[config.mk]
export PLATFORM = sky130hd
export DESIGN_NAME = midi_voice_allocator
export DESIGN_NICKNAME = d
export VERILOG_FILES = /design/src/rtl/midi_pkg.sv /design/src/rtl/voice_age_tracker.sv /design/src/rtl/midi_voice_allocator.sv
export SDC_FILE = /design/constraint.sdc
export NUM_CORES = 1
export LEC_CHECK = 0
export CAP_MARGIN = 20
export CELL_PAD_IN_SITES_DETAIL_PLACEMENT = 0
export CELL_PAD_IN_SITES_GLOBAL_PLACEMENT = 1
export CORE_MARGIN = 4
export CORE_UTILIZATION = 40
export CTS_CLUSTER_SIZE = 16
export DETAILED_ROUTE_END_ITERATION = 12
export PLACE_DENSITY = 0.95
export SETUP_SLACK_MARGIN = 0.15
export SYNTH_ARGS = -nofsm -noshare
export SYNTH_HDL_FRONTEND = slang
export SYNTH_SLANG_ARGS = --single-unit
[constraint.sdc]
create_clock -name clk_in -period 7.5 [get_ports clk_in]
set_input_delay 2.25 -clock clk_in [delete_from_list [all_inputs] [get_ports clk_in]]
set_output_delay 2.25 -clock clk_in [all_outputs]
set_load 0.02 [all_outputs]
[src/rtl/midi_pkg.sv]
// midi_pkg: MIDI status/CC constants and the decoded-event type shared by the voice allocator
package midi_pkg;
  localparam logic [3:0] MIDI_NOTE_OFF = 4'h8;
  localparam logic [3:0] MIDI_NOTE_ON = 4'h9;
  localparam logic [3:0] MIDI_CC = 4'hB;
  localparam logic [6:0] CC_ALL_NOTES_OFF = 7'd123;
  typedef enum logic [1:0] {EV_NONE, EV_ON, EV_OFF, EV_ALL_OFF} ev_t;
endpackage

[src/rtl/voice_age_tracker.sv]
// voice_age_tracker: per-slot age permutation (0 = newest); in clk_in/rst_n_in/alloc/alloc_idx, out oldest slot index
module voice_age_tracker #(
  parameter int NUM_VOICES = 4,
  parameter int AGE_W = $clog2(NUM_VOICES)
) (
  input  logic             clk_in,
  input  logic             rst_n_in,
  input  logic             alloc,
  input  logic [AGE_W-1:0] alloc_idx,
  output logic [AGE_W-1:0] oldest
);
  logic [AGE_W-1:0] age [NUM_VOICES];
  always_ff @(posedge clk_in)
    for (int i = 0; i < NUM_VOICES; i++)
      if (!rst_n_in) age[i] <= AGE_W'(i);
      else if (alloc) age[i] <= (i == int'(alloc_idx)) ? '0 : (age[i] < age[alloc_idx]) ? age[i] + 1'b1 : age[i];
  always_comb begin
    oldest = '0;
    for (int i = 0; i < NUM_VOICES; i++)
      if (age[i] == AGE_W'(NUM_VOICES - 1)) oldest = AGE_W'(i);
  end
endmodule

[src/rtl/midi_voice_allocator.sv]
// midi_voice_allocator: MIDI note events -> polyphonic slots with oldest-steal; in status/data/valid, out per-slot note/velocity/gate/trig + active count
module midi_voice_allocator
  import midi_pkg::*;
#(
  parameter int NUM_VOICES = 4,
  parameter int AGE_W = $clog2(NUM_VOICES)
) (
  input  logic                    clk_in,
  input  logic                    rst_n_in,
  input  logic [3:0]              status_in,
  input  logic [7:0]              data_byte1_in,
  input  logic [7:0]              data_byte2_in,
  input  logic                    valid_in,
  output logic [NUM_VOICES*7-1:0] note_out,
  output logic [NUM_VOICES*7-1:0] velocity_out,
  output logic [NUM_VOICES-1:0]   gate_out,
  output logic [NUM_VOICES-1:0]   trig_out,
  output logic [AGE_W:0]          active_count_out
);
  logic [6:0] d1, d2;
  ev_t ev;
  logic hit, free;
  logic [AGE_W-1:0] hit_idx, free_idx, oldest, tgt;
  logic [NUM_VOICES-1:0] gate_nxt;
  logic [AGE_W:0] cnt_nxt;
  assign d1 = data_byte1_in[6:0];
  assign d2 = data_byte2_in[6:0];
  always_comb
    ev = !valid_in ? EV_NONE :
         (status_in == MIDI_NOTE_ON && d2 != '0) ? EV_ON :
         (status_in == MIDI_NOTE_OFF || status_in == MIDI_NOTE_ON) ? EV_OFF :
         (status_in == MIDI_CC && d1 == CC_ALL_NOTES_OFF) ? EV_ALL_OFF : EV_NONE;
  always_comb begin
    hit = 1'b0;
    hit_idx = '0;
    free = 1'b0;
    free_idx = '0;
    for (int i = NUM_VOICES - 1; i >= 0; i--) begin
      if (gate_out[i] && note_out[i*7 +: 7] == d1) begin
        hit = 1'b1;
        hit_idx = AGE_W'(i);
      end
      if (!gate_out[i]) begin
        free = 1'b1;
        free_idx = AGE_W'(i);
      end
    end
  end
  assign tgt = hit ? hit_idx : free ? free_idx : oldest;
  always_comb begin
    gate_nxt = gate_out;
    if (ev == EV_ON) gate_nxt[tgt] = 1'b1;
    else if (ev == EV_OFF && hit) gate_nxt[hit_idx] = 1'b0;
    else if (ev == EV_ALL_OFF) gate_nxt = '0;
    cnt_nxt = '0;
    for (int i = 0; i < NUM_VOICES; i++) cnt_nxt = cnt_nxt + (AGE_W+1)'(gate_nxt[i]);
  end
  voice_age_tracker #(.NUM_VOICES(NUM_VOICES), .AGE_W(AGE_W)) u_age (
    .clk_in(clk_in),
    .rst_n_in(rst_n_in),
    .alloc(ev == EV_ON),
    .alloc_idx(tgt),
    .oldest(oldest)
  );
  always_ff @(posedge clk_in)
    if (!rst_n_in) begin
      note_out <= '0;
      velocity_out <= '0;
      gate_out <= '0;
      trig_out <= '0;
      active_count_out <= '0;
    end else begin
      trig_out <= '0;
      gate_out <= gate_nxt;
      active_count_out <= cnt_nxt;
      if (ev == EV_ON) begin
        note_out[tgt*7 +: 7] <= d1;
        velocity_out[tgt*7 +: 7] <= d2;
        trig_out[tgt] <= 1'b1;
      end
    end
endmodule

==> summary.txt <==
Status
  • Status: finished clean

Final layout
  • FF+latch area: 1580 um2
  • Share of layout cells above drive strength 1: 0.0798
  • N_diodes: 0
  • Area of the multi-input gates: 2050 um2
  • Fillers: 835
  • Area added between synthesis and finish: 30.0%
  • Final nets: 508

Synth
  • Most frequent cell after synthesis: dfxtp_1
  • Avg Cell Area, Syn: 9.66 um2
  • Synth top area cells: dfxtp_1 (35%), a22oi_1 (11%), nor2b_1 (9.7%)
  • Share of flip-flops with an asynchronous set or reset: 0
  • Synth Area in Compound Gates: 0.189
  • Post-synth top area cell: dfxtp_1
  • Register area share after synthesis: 0.416
  • FF+latch count, synth: 75
  • Simple-gate share of the synthesized area: 0.223
  • Adder-cell share of the synthesized area: 0.0511
  • Mux cell area share after synthesis: 0.0112
  • Ys Warns: 0
  • Yosys top cell area share: 0.353
  • Largest family of logic cells by synthesized area: simple AND/OR/NAND/NOR gates
  • Post-Syn Area: roughly 3800 um2
  • Ys flop type: dfxtp_1
  • Syn Inst Count: about 390
  • Syn nets: 430
  • XOR/XNOR share of the synthesized area: 0.0669
  • Netlist cell types: 54
  • Synth cell count leaders: dfxtp_1 (67), nor2b_1 (59), a22oi_1 (56)
  • Post-synth EDFFs: 8

Place
  • Place WS: ~0.90 ns
  • Port Buffers: 87
  • GPL Wtd Cong: about 0.94
  • HPWL after DPL: 7.53 mm

Floorplanning
  • Die area: 11100 um2
  • DIE HEIGHT: 105 um
  • Number of top-level pins: 90
  • Row count: 35
  • Core Box Area: 9240 um2
  • Die W: 105 um
  • Initial core utilization: 0.411

Routing
  • WL/cell: 17.1 um
  • Number of remaining DRC errors: 0
  • DR pass1 iterations: 5
  • Vias after detailed routing: 3286
  • Antenna Nets Post-Route: 0
  • DRT iter0 DRCs: 145
  • WL final: 10.4 mm
  • Vias per inst: 5.43

STA
  • Slew @ Worst Pin: 1.02 ns
  • Relative slew slack: 0.322
  • Setup TNS: 0 ns
  • Skew final: 0.00846 ns
  • Tcrit/Tclk final: 0.833
  • Final hold violation count: 0
  • Max Slew Vio Count: 0
  • Setup Viol. Count Final: 0
  • Final WS setup: 1.25 ns
  • RSZ-0062 raised after global routing: false
  • Highest clock rate: 160 MHz
  • Min Tclk post-route: around 6.3 ns

Global route
  • Total GRT Usage: 0.192
  • Initial antenna violation count: 0
  • Pin count of the biggest net entering global routing: 75
  • GR Overflow Total: 0
  • First-pass GRT wire length: between 15 and 20 mm
  • Vias in the first global route: 3342

Clocking
  • Cts hold-fix bufs: 0
  • H-tree depth: 3
  • Worst-Skew Late Latency: ~0.35 ns
  • TritonCTS clock tree: built
  • Cts repair resizes: 0
  • CTS buffer count: 9
  • Clk sink count: between 70 and 80
  • Clk buf depth: 2
  • Clock Pin Slew Worst Setup and Hold Paths: about 0.08 ns
  • Clk root buf: clkbuf_8
  • Post-CTS Setup Inserts: 0

Run
  • Maxcap violations: 0

Power
  • Leak pwr: approximately 0.0017 uW
  • Peak VDD IR: 0.0933 mV
  • Pwr Density: roughly 160 nW/um2

Worst setup path
  • Critical path, cell by cell: clkdlybuf4s50_1 -> xor2_1 -> nor4_4 -> nand4_2 -> a311oi_4 -> inv_1 -> ha_1 -> a21oi_1 -> nor2_1 -> fa_1 -> ha_1 -> ha_1 -> and2_1
  • Reg2reg setup slack: around 3.4 ns
  • Slowest cell on the critical path: clkdlybuf4s50_1
  • Critical path endpoint category: register
  • Crit path required time: slightly below 8 ns
  • Worst R2R Path Depth: 12
  • Slowest stage delay, CP: 0.73 ns
  • Reg-to-reg endpoint: active_count_out[1]
  • Critical path type: input pin to register
  • Worst setup path startpoint: data_byte1_in[0]
  • R2r startpoint: u_age.age[3][0]
  • WP data arrival: about 6.5 ns
  • Crit path top cell by count: ha_1
  • CP endpoint: active_count_out[1]
  • Startpoint Class: input pin
  • Maximum fanout along the worst path: 13

Min path
  • Hold crit path type: register to register
-- cell families after synthesis --
kind of cell,after synthesis
xor gates and xnor gates,29
DFF,75
buffers and inverters,33
muxes,4
and+or+nand+nor,140
AOI/OAI and AO/OA,97
adders and majority gates,15
-- metrics by stage --
stage / total power [uW] / cells / hold WS [ns] / utilization / instance area [um2]
finish: 789 / 605 / 0.537 / 0.534 / 4940
global route: 813 / 605 / 0.564 / 0.534 / 4940
CTS: 792 / 605 / 0.542 / 0.534 / 4940
detailed placement: 477 / 589 / 0.518 / 0.512 / 4730
global placement: 475 / 589 / 0.504 / 0.512 / 4730
floorplan: 454 / 393 / 0.612 / - / 3800
-- power by group --
group | internal (uW) | leakage, uW | switching, uW
Clock | 163 | 0.000107 | 159
Combinational | 27.2 | 0.000941 | 30.4
Sequential | 407 | 0.000608 | 2.77
-- state kept, by name (all words and copies together) (netlist names) --
register	count
active_count_out	3
gate_out	4
u_age.age	8
velocity_out	28
note_out	28
trig_out	4
-- cell usage in the layout, fill, tap and decap left out, types with 13 or more instances in the layout --
cell and count:
xnor2_1 13, nand2_1 14, nor2_1 14, a22oi_1 56
clkdlybuf4s50_1 86, xor2_1 16, dfxtp_1 67, nor2b_1 59
ha_1 13
-- final cells by class --
cell class / count / area share
tap: 129 / 0.0327
timing repair buffer: 93 / 0.185
clock inverter: 6 / 0.0129
inverter: 7 / 0.00532
sequential: 75 / 0.320
clock buffer: 10 / 0.0279
multi-input combinational: 285 / 0.416
-- layer usage --
| metal | global-route usage | vias up | share of wire |
|---|---|---|---|
| li1 | - | 1574 | - |
| met1 | 0.234 | 1607 | 0.42 |
| met2 | 0.329 | 90 | 0.50 |
| met3 | 0.0521 | 15 | 0.068 |
| met4 | 0.0572 | 0 | 0.013 |
| met5 | 0 | - | 0 |
-- worst min-delay path by stage --
stage	endpoint	start	cells past startpoint	slack (ns)
2_1_floorplan	u_age.age[2][0]	u_age.age[2][0]	1	0.61
3_3_place_gp	velocity_out[6]	velocity_out[6]	2	0.50
3_5_place_dp	velocity_out[4]	velocity_out[4]	2	0.52
4_1_cts	velocity_out[8]	velocity_out[8]	2	0.54
5_1_grt	velocity_out[5]	velocity_out[5]	2	0.56
6_report	velocity_out[4]	velocity_out[4]	2	0.54
-- worst max-delay path: cells and delay by family --
family          cells  cell delay, ns
compound gates      2            0.88
xor+xnor            1            0.18
buf+inv             2            1.03
simple gates        4            0.85
fa+ha+maj           4            1.31
Power figures use the tool's default switching activity.
